[config.mk]
export PLATFORM = sky130hd
export DESIGN_NAME = switch_debouncer
export DESIGN_NICKNAME = d
export VERILOG_FILES = /design/src/rtl/lab2v2_io_pkg.sv /design/src/rtl/debounce_channel.sv /design/src/rtl/switch_debouncer.sv
export SDC_FILE = /design/constraint.sdc
export NUM_CORES = 1
export LEC_CHECK = 0
export ABC_CLOCK_PERIOD_IN_PS = 13700
export CORE_MARGIN = 5
export CORE_UTILIZATION = 47
export DETAILED_ROUTE_END_ITERATION = 6
export SYNTH_ARGS = -nofsm -noshare
export SYNTH_HDL_FRONTEND = slang
export SYNTH_SLANG_ARGS = --single-unit
[constraint.sdc]
create_clock -name clk -period 13.7 [get_ports clk]
set_input_delay 1.37 -clock clk [delete_from_list [all_inputs] [get_ports clk]]
set_output_delay 1.37 -clock clk [all_outputs]
set_load 0.02 [all_outputs]
[src/rtl/lab2v2_io_pkg.sv]
// Shared constants and helpers for the lab2v2 board I/O path (switch/button debouncing).
package lab2v2_io_pkg;

    localparam int unsigned CLK_HZ                  = 50_000_000;
    localparam int unsigned DEBOUNCE_MS             = 10;
    localparam int unsigned DEBOUNCE_CYCLES_DEFAULT = (CLK_HZ / 1000) * DEBOUNCE_MS;
    localparam int unsigned DEBOUNCE_CYCLES_SIM     = 4;
    localparam int unsigned IO_WIDTH                = 10;

    // Channel state is not stored: it is the s2-vs-output comparison.
    typedef enum logic {
        CH_STABLE  = 1'b0,
        CH_PENDING = 1'b1
    } chan_state_e;

    // Stability counter width; must hold DEBOUNCE_CYCLES-1 without wrapping.
    function automatic int unsigned cnt_width(input int unsigned cycles);
        return (cycles > 2) ? $clog2(cycles) : 1;
    endfunction

    localparam int unsigned CNT_W_DEFAULT = cnt_width(DEBOUNCE_CYCLES_DEFAULT);

endpackage

[src/rtl/debounce_channel.sv]
// One input bit: 2-flop synchronizer, stability counter, registered output and change strobe.
module debounce_channel
    import lab2v2_io_pkg::*;
#(
    parameter int unsigned DEBOUNCE_CYCLES = DEBOUNCE_CYCLES_DEFAULT,
    parameter logic        RESET_VALUE     = 1'b0
) (
    input  logic clk,
    input  logic reset,
    input  logic raw_in,
    output logic debounced_out,
    output logic change_pulse
);

    localparam int unsigned          CNT_W    = cnt_width(DEBOUNCE_CYCLES);
    localparam logic [CNT_W-1:0]     CNT_LAST = CNT_W'(DEBOUNCE_CYCLES - 1);

    logic             s1_q;
    logic             s2_q;
    logic [CNT_W-1:0] cnt_q;
    logic [CNT_W-1:0] cnt_d;
    logic             out_q;
    logic             out_d;
    logic             pulse_q;
    logic             pulse_d;
    chan_state_e      state_c;

    // State register, synchronizer and output flops.
    always_ff @(posedge clk or posedge reset) begin
        if (reset) begin
            s1_q    <= 1'b0;
            s2_q    <= 1'b0;
            cnt_q   <= '0;
            out_q   <= RESET_VALUE;
            pulse_q <= 1'b0;
        end else begin
            s1_q    <= raw_in;
            s2_q    <= s1_q;
            cnt_q   <= cnt_d;
            out_q   <= out_d;
            pulse_q <= pulse_d;
        end
    end

    always_comb begin
        state_c = (s2_q == out_q) ? CH_STABLE : CH_PENDING;
    end

    // Any return to STABLE clears the counter, so a bounce restarts the window.
    always_comb begin
        cnt_d   = '0;
        out_d   = out_q;
        pulse_d = 1'b0;
        case (state_c)
            CH_PENDING: begin
                if (cnt_q == CNT_LAST) begin
                    out_d   = s2_q;
                    pulse_d = 1'b1;
                end else begin
                    cnt_d = cnt_q + CNT_W'(1);
                end
            end
            default: begin
            end
        endcase
    end

    assign debounced_out = out_q;
    assign change_pulse  = pulse_q;

endmodule

[src/rtl/switch_debouncer.sv]
// Debounces WIDTH asynchronous switch/button pins ahead of the input PIO; channels are fully independent.
module switch_debouncer
    import lab2v2_io_pkg::*;
#(
    parameter int unsigned      WIDTH           = IO_WIDTH,
    parameter int unsigned      DEBOUNCE_CYCLES = DEBOUNCE_CYCLES_DEFAULT,
    parameter logic [WIDTH-1:0] RESET_VALUE     = '0
) (
    input  logic             clk,
    input  logic             reset,
    input  logic [WIDTH-1:0] raw_in,
    output logic [WIDTH-1:0] debounced_out,
    output logic [WIDTH-1:0] change_pulse
);

    for (genvar g = 0; g < WIDTH; g++) begin : g_chan
        debounce_channel #(
            .DEBOUNCE_CYCLES (DEBOUNCE_CYCLES),
            .RESET_VALUE     (RESET_VALUE[g])
        ) u_chan (
            .clk           (clk),
            .reset         (reset),
            .raw_in        (raw_in[g]),
            .debounced_out (debounced_out[g]),
            .change_pulse  (change_pulse[g])
        );
    end

endmodule

==> results of run 1 <==
==> sequential cells by signal, indices dropped and copies added, names as in the netlist <==
name and cells:
g_chan.u_chan.cnt_q 190, g_chan.u_chan.change_pulse 10, g_chan.u_chan.debounced_out 10, g_chan.u_chan.s1_q 10, g_chan.u_chan.s2_q 10
==> power breakdown <==
group / switching (W) / internal [W] / total [W]
Clock: 0.000256 / 0.000383 / 0.000639
Combinational: 0.0000301 / 0.0000132 / 0.0000433
Sequential: 0.00000966 / 0.000690 / 0.000700
==> kinds of logic after synthesis <==
kind of cell / synth area share
simple gates: 0.245
flops: 0.527
mux: 0.0103
xor+xnor: 0.107
compound gates: 0.0607
fa+ha+maj: 0.0114
buf+inv: 0.0389
==> cell type report <==
class	instances	area, µm²	area share
timing repair buffer	38	363	0.0297
tap	313	392	0.0320
sequential	230	5760	0.471
clock buffer	40	774	0.0633
clock inverter	1	7.51	0.000614
multi-input combinational	775	4750	0.389
inverter	47	184	0.0150
==> worst paths after layout <==
kind	start	end	slack (ns)	depth (start not counted)
min in group asynchronous	reset	g_chan[2].u_chan.debounced_out	1.34	2
worst min-delay path	g_chan[0].u_chan.s1_q	g_chan[0].u_chan.s2_q	0.35	0
max in group clk	g_chan[0].u_chan.debounced_out	debounced_out[0]	10.77	1
worst max register to register	g_chan[0].u_chan.cnt_q[15]	g_chan[0].u_chan.cnt_q[2]	11.39	4
worst min register to register	g_chan[0].u_chan.s1_q	g_chan[0].u_chan.s2_q	0.35	0
worst max-delay path	reset	g_chan[8].u_chan.cnt_q[3]	10.23	4
==> worst max-delay path, cell delays in order <==
cell and delay [ns]:
clkdlybuf4s50_1 0.49, inv_8 0.48, buf_4 0.70, buf_4 0.81
==> layout by cell type, fill, tap and decap left out, types with 28 or more instances in the layout <==
cell             instances
xor2_1                  38
nor4_1                  33
or3_1                   28
clkdlybuf4s50_1         31
inv_1                   46
nor3_1                  32
nand3_1                 62
a21oi_1                 48
nor2_1                 171
nand2_1                 58
dfrtp_1                230
nand4_1                 48
xnor2_1                 95
==> metal layers <==
| metal | GRT usage | vias to the layer above | share of wire |
|---|---|---|---|
| li1 | - | 3886 | - |
| met1 | 0.223 | 3710 | 0.51 |
| met2 | 0.243 | 103 | 0.44 |
| met3 | 0.0281 | 19 | 0.036 |
| met4 | 0.0331 | 0 | 0.013 |
| met5 | 0 | - | 0 |
==> through the flow <==
| stage | area, µm² | hold slack (ns) | util |
|---|---|---|---|
| 6_report | 12200 | 0.347 | 0.537 |
| 5_1_grt | 12200 | 0.352 | 0.537 |
| 4_1_cts | 12200 | 0.349 | 0.537 |
| 3_5_place_dp | 11400 | 0.339 | 0.503 |
| 3_3_place_gp | 11400 | 0.334 | 0.503 |
| 2_1_floorplan | 10900 | 0.331 | - |
==> run metrics, run 1 <==
run status complete, no violations; syn nets between 1k and 1.5k; Final HPWL DP 12900 µm; Post-synth ARST share 1.00; Synth Area per Inst between 9 and 10 µm²; H-Tree Level Count 1; Req. time, crit path roughly 14 ns; pwr/cell area 113 nW/µm²; Worst Setup Start Kind input port; Ys Warns 0; Clk Tree Root Cell clkbuf_16; drt wl/cell 13.6 µm; worst clock skew 0.00913 ns; vias per cell 5.34; maxcap violations 0; ANT cells 0; Rows 55; router iterations before antenna repair 6; CP max FO roughly 100; Yosys top cell by area dfrtp_1; number of synthesized flops with an enable pin 0; chip width roughly 160 µm; Final Max Tran Viols 0; overflow left after global routing 0; count leader, synth dfrtp_1; Final min period 3.47 ns; setup bufs post-CTS 0; min-delay worst type reg -> reg; Ports 32; Seq/Total Area, Yosys 0.527; setup_tns 0 ns; DRC Markers 0; fin crit share 0.254; endpoints failing hold 0; Setup CP Type in -> async; CTS buffer count 26; Post-Synthesis Cells about 1.1k; core area approximately 23000 µm²; Post-Place Setup Slack between 9 and 10 ns; Leakage 4.78 nW; pin count of the biggest net entering global routing 102; Routed WL just under 20000 µm; Die H roughly 160 µm; area of the die 26400 µm²; initial core utilization 0.480; antenna violations before repair 0; #FFs+latches synth 230; Resized cells post-CTS 0; Clock Pin Slew Worst Setup and Hold Paths 0.06 ns; Yosys cell types 45; RSZ-0062 raised after global routing no; largest cells by area after synthesis dfrtp_1 53%, xnor2_1 7.6%, nor2_1 5.9%, xor2_1 3.0%, nand3_1 2.8%; TritonCTS clock tree built; final net count 1140; Placed Cells 1403; PnR Total Power 0.00138 W; worst slew pin tran 1.17 ns; Post-Layout Cell Count 1444; post-synth top area share 0.527; post-route setup slack a little over 10 ns; type of element capturing the critical path async pin; total track usage 0.154; Fill cells about 2.1k; final setup vio count 0; number of port buffers 31; TritonCTS Sinks 230; later-pin clock latency in the skew report roughly 0.52 ns; crit path DAT approximately 4 ns; maximum clock rate 288 MHz; Max-Slew Margin vs Limit 0.218; Post-synth top flop dfrtp_1; Max Root-Sink Buffers 3; routability cong. between 0.7 and 0.8; fraction of layout cells with a size suffix above 1 0.0690; P&R area growth vs syn 11.9%; Hold-fix buffers, CTS 0; DRT iter0 DRCs between 400 and 500; wire length of the first global-routing pass 35100 µm; Max rail drop VDD roughly 0.058 mV; Mapped Area approximately 11000 µm²; Routed Antenna Nets 0; commonest cells in the netlist 230 x dfrtp_1, 171 x nor2_1, 95 x xnor2_1, 62 x nand3_1, 58 x nand2_1; Vias around 7.7k; vias in the first global route roughly 7.4k
Note: power is estimated with default switching activity, not from simulation.
==> run 2: changes to the inputs <==
ABC_CLOCK_PERIOD_IN_PS = 3450   (was 13700)
clock period = 3.45 ns   (was 13.7 ns; I/O delays follow)
==> run 2 against run 1 <==
Utilization rose by 1.0 points; via count grew 0.83%; critical path depth is the same; sequential cell count unchanged; sequential share of layout area down 0.89 points; global-route usage rose by 0.25 points; critical path type is now reg -> reg; largest power group is now clock.
==> run metrics, run 2 (synthesis gave the netlist of run 1 again) <==
run status complete, no violations (unchanged); Final min period ~2.2 ns; Clock Pin Slew Worst Setup and Hold Paths 0.06 ns (about the same); Leakage 4.88 nW (was 4.78 nW); Fill cells 1994 (was 2066); commonest non-fill, non-tap cell in the layout dfrtp_1 (unchanged); Seq. cell area 5760 µm² (unchanged); CTS buffer count 27 (was 26); TritonCTS Sinks 230 (unchanged); fin crit share 0.644; Hold-fix buffers, CTS 0 (unchanged); worst clock skew 0.0147 ns (was 0.00913 ns); Ports 32 (unchanged); min-delay worst type in -> reg (was reg -> reg); TritonCTS clock tree built (unchanged); number of port buffers 31 (unchanged); DRT iter0 DRCs 476 (was 456); routability cong. 0.774 (was 0.782); ANT cells 0 (unchanged); Routed WL 19800 µm (was 19700 µm); Max Root-Sink Buffers 3 (unchanged); Rows 55 (unchanged); final setup vio count 0 (unchanged); type of element capturing the critical path flip-flop (was async pin); setup bufs post-CTS 0 (unchanged); Setup CP Type reg -> reg (was in -> async); Resized cells post-CTS 0 (unchanged); Vias 7782 (was 7718); chip width 162 µm (unchanged); Req. time, crit path 3.82 ns (was 14.23 ns); Hold Slack 0.258 ns (was 0.347 ns); initial core utilization 0.480 (unchanged); RSZ-0062 raised after global routing no (unchanged); setup_tns 0 ns (unchanged); min-delay src raw_in[2] (was g_chan[0].u_chan.s1_q); fraction of layout cells with a size suffix above 1 0.0771 (was 0.0690); Max rail drop VDD 0.391 mV (was 0.0579 mV); total track usage 0.156 (was 0.154); maximum clock rate about 450 MHz; Biggest register g_chan.u_chan.cnt_q (unchanged); pwr/cell area 480 nW/µm² (was 113 nW/µm²); crit path launch g_chan[6].u_chan.cnt_q[12] (was reset); vias per cell 5.35 (was 5.34); Final HPWL DP 13100 µm (was 12900 µm); reg2reg path depth 4 (unchanged); area of the die 26400 µm² (unchanged); router iterations before antenna repair 4 (was 6); DRC Markers 0 (unchanged); antenna violations before repair 0 (unchanged); core area 22800 µm² (unchanged); vias in the first global route 7612 (was 7425); Routed Antenna Nets 0 (unchanged); wire length of the first global-routing pass 35900 µm (was 35100 µm); Clk Tree Root Cell clkbuf_16 (unchanged); Worst Setup Start Kind flip-flop (was input port); final net count 1144 (was 1140); pin count of the biggest net entering global routing 69 (was 102); commonest cells after routing, fill and taps aside 230 x dfrtp_1, 171 x nor2_1, 95 x xnor2_1 (unchanged); crit path DAT 2.60 ns (was 4.00 ns); P&R area growth vs syn 14.1% (was 11.9%); maxcap violations 0 (unchanged); Final Max Tran Viols 0 (unchanged); RR Startpoint g_chan[6].u_chan.cnt_q[12] (was g_chan[0].u_chan.cnt_q[15]); overflow left after global routing 0 (unchanged); Die H 162 µm (unchanged); CP max FO 18 (was 101); later-pin clock latency in the skew report 0.52 ns (about the same); worst slew pin tran 0.720 ns (was 1.17 ns); drt wl/cell 13.6 µm (about the same); hold path depth 1 (was 0); endpoints failing hold 0 (unchanged); flip-flop count of the largest register after layout 190 (unchanged); Multi-input gate area 4750 µm² (unchanged); H-Tree Level Count 1 (unchanged); Max-Slew Margin vs Limit 0.517 (was 0.218)
==> run 2: final cells by class <==
type,instances,share of cell area
sequential,230,0.462
multi-input combinational,775,0.381
clock buffer,38,0.0591
timing repair buffer,41,0.0349
tap,313,0.0314
clock inverter,11,0.0171
inverter,47,0.0145
==> run 2: path summary, 6_finish.rpt <==
path                                               to  slack (ns)
hold / removal                  g_chan[2].u_chan.s1_q        0.26
hold reg to reg                 g_chan[0].u_chan.s2_q        0.35
max in group asynchronous  g_chan[6].u_chan.cnt_q[15]        2.40
min in group asynchronous   g_chan[3].u_chan.cnt_q[4]        0.27
setup / recovery            g_chan[6].u_chan.cnt_q[7]        1.23
setup reg to reg            g_chan[6].u_chan.cnt_q[7]        1.23
==> run 2: layer usage <==
layer  track usage  part of all wire  wire length [µm]
met5             0                 0                 0
met4        0.0384             0.022               429
met3        0.0253             0.032               639
met2         0.248              0.44              8790
met1         0.226              0.50              9970
==> run 2: power breakdown <==
part           total, W  switching, W  internal (W)  leakage, nW
combinational  0.000182      0.000121     0.0000612         1.29
sequential      0.00278     0.0000378       0.00274         3.14
clock           0.00303       0.00110       0.00193        0.451
total           0.00599       0.00125       0.00473         4.88
==> run 2: critical path, stage by stage (launching register included) <==
cell     delay (ns)
dfrtp_1        0.43
or4b_2         0.64
nor4_1         0.34
a21o_1         0.55
nor2_1         0.11
==> run 2: through the flow <==
stage          power (W)  worst slack (ns)  area, µm²  cells   util
6_report         0.00599              1.23      12500   1455  0.547
5_1_grt          0.00622              1.01      12500   1455  0.547
4_1_cts          0.00608              1.19      12500   1455  0.547
3_5_place_dp     0.00301              1.20      11500   1406  0.506
3_3_place_gp     0.00301              1.30      11500   1406  0.506
2_1_floorplan    0.00294            0.0970      10900   1095      -
==> run 3: changes to the inputs <==
ABC_CLOCK_PERIOD_IN_PS = 2000   (was 3450)
PLACE_DENSITY = 0.66   (was unset)
clock period = 2 ns   (was 3.45 ns; I/O delays follow)
==> run 3 against run 2 <==
Maximum frequency grew 12%; critical endpoint is now g_chan[9].u_chan.debounced_out; clock skew shrank 0.0092 ns; global-route usage grew 0.41 points.
==> run metrics, run 3 (synthesis gave the netlist of run 1 again) <==
run status complete, no violations (unchanged); flip-flop count of the largest register after layout 190 (unchanged); P&R area growth vs syn 18.5% (was 14.1%); endpoints failing hold 0 (unchanged); fraction of layout cells with a size suffix above 1 0.128 (was 0.0771); fin crit share 0.997 (was 0.644); number of port buffers 31 (unchanged); final setup vio count 0 (unchanged); type of element capturing the critical path flip-flop (unchanged); later-pin clock latency in the skew report 0.52 ns (about the same); Hold Slack 0.0265 ns (was 0.258 ns); Vias 8020 (was 7782); crit-path cells or4_4 > or4_4 > nor2_4 > mux2_4 (was or4b_2 > nor4_1 > a21o_1 > nor2_1); pwr/cell area 755 nW/µm² (was 480 nW/µm²); worst slew pin tran 0.410 ns (was 0.720 ns); core area 22800 µm² (unchanged); Biggest register g_chan.u_chan.cnt_q (unchanged); CTS buffer count 26 (was 27); initial core utilization 0.480 (unchanged); vias per cell 5.30 (was 5.35); final net count 1206 (was 1144); crit path DAT 2.40 ns (was 2.60 ns); area of the die 26400 µm² (unchanged); maxcap violations 0 (unchanged); commonest cells after routing, fill and taps aside 230 x dfrtp_1, 170 x nor2_1, 95 x xnor2_1 (was 230 x dfrtp_1, 171 x nor2_1, 95 x xnor2_1); Max Root-Sink Buffers 3 (unchanged); Most Frequent Cell on Critical Path or4_4; RR Startpoint g_chan[9].u_chan.cnt_q[11] (was g_chan[6].u_chan.cnt_q[12]); Placed Cells 1467 (was 1406); vias in the first global route 8095 (was 7612); drt wl/cell 13.5 µm (was 13.6 µm); Multi-input gate area 4780 µm² (was 4750 µm²); Slowest-stage cell, CP or4_4 (was or4b_2); TritonCTS Sinks 230 (unchanged); PnR Total Power 0.00977 W (was 0.00599 W); maximum clock rate 502 MHz (was 450 MHz); antenna violations before repair 0 (unchanged); CP max FO 3 (was 18); Routed Antenna Nets 0 (unchanged); Leakage 5.19 nW (was 4.88 nW); TritonCTS clock tree built (unchanged); Rows 55 (unchanged); DRT iter0 DRCs 446 (was 476); Die H 162 µm (unchanged); Final Max Tran Viols 0 (unchanged); routability cong. 0.852 (was 0.774); RSZ-0062 raised after global routing yes (was no); pin count of the biggest net entering global routing 62 (was 69); crit path launch g_chan[9].u_chan.cnt_q[11] (was g_chan[6].u_chan.cnt_q[12]); Clock Pin Slew Worst Setup and Hold Paths 0.06 ns (about the same); Routed WL 20400 µm (was 19800 µm); total track usage 0.160 (was 0.156); Ports 32 (unchanged); Max-Slew Margin vs Limit 0.726 (was 0.517); overflow left after global routing 0 (unchanged); Post-Layout Cell Count 1513 (was 1455); Final min period 1.99 ns (was 2.22 ns); Fill cells 1973 (was 1994); fin util 0.568 (was 0.547); commonest non-fill, non-tap cell in the layout dfrtp_1 (unchanged); min-delay worst type in -> async (was in -> reg); reg2reg path depth 4 (unchanged); Seq. cell area 5760 µm² (unchanged); Final HPWL DP 14000 µm (was 13100 µm); Clk Tree Root Cell clkbuf_16 (unchanged); Worst Setup Start Kind flip-flop (unchanged); Setup CP Type reg -> reg (unchanged); DRC Markers 0 (unchanged); chip width 162 µm (unchanged); wire length of the first global-routing pass 36700 µm (was 35900 µm); ANT cells 0 (unchanged); CP max stage delay 0.57 ns (was 0.64 ns); H-Tree Level Count 1 (unchanged); Req. time, crit path 2.41 ns (was 3.82 ns); Max rail drop VDD 0.531 mV (was 0.391 mV); router iterations before antenna repair 4 (unchanged); worst clock skew 0.00555 ns (was 0.0147 ns)
[run 3: per-stage QoR]
stage	TNS, ns	area, µm²	setup slack, ns
CTS	-0.0279	12900	-0.0279
detailed placement	-0.0543	12100	-0.0543
floorplan	-277.83	10900	-1.21
global placement	-0.0418	12100	-0.0418
global route	-0.178	12900	-0.0218
finish	0	12900	0.00678
[run 3: metal layers]
| metal | routed length [µm] | global-route usage |
|---|---|---|
| met5 | 0 | 0 |
| met4 | 495 | 0.0396 |
| met3 | 637 | 0.0281 |
| met2 | 9490 | 0.268 |
| met1 | 9790 | 0.219 |
[run 3: power breakdown]
group | switching [W] | internal, W
clock | 0.00179 | 0.00282
sequential | 0.0000625 | 0.00473
combinational | 0.000223 | 0.000151
total | 0.00207 | 0.00770
[run 3: path summary, 6_finish.rpt]
check / end / slack [ns]
max: g_chan[9].u_chan.debounced_out / 0.007
min: g_chan[7].u_chan.s2_q / 0.03
max reg2reg: g_chan[9].u_chan.debounced_out / 0.007
min reg2reg: g_chan[0].u_chan.s2_q / 0.34
max in group asynchronous: g_chan[0].u_chan.s1_q / 1.30
min in group clk: g_chan[5].u_chan.s1_q / 0.12
[run 3: area by class of cell]
cell class | instances | area share
sequential | 230 | 0.445
clock inverter | 6 | 0.00618
multi-input combinational | 775 | 0.370
inverter | 47 | 0.0139
tap | 313 | 0.0302
clock buffer | 38 | 0.0577
timing repair buffer | 104 | 0.0779
[run 3: what timing repair did]
action                                  4_1_cts  5_1_grt
setup buffers                                 1        1
endpoints found under the setup margin        1       37
pin swaps                                     3        2
gates cloned                                  0        0
hold buffers                                  0        0
resized for setup                             3        5
[run 3: worst max-delay path: cells and delay by family, from the launching register on]
| kind | cells | cell delay (ns) |
|---|---|---|
| flops | 1 | 0.38 |
| mux | 1 | 0.30 |
| simple gates | 3 | 1.21 |
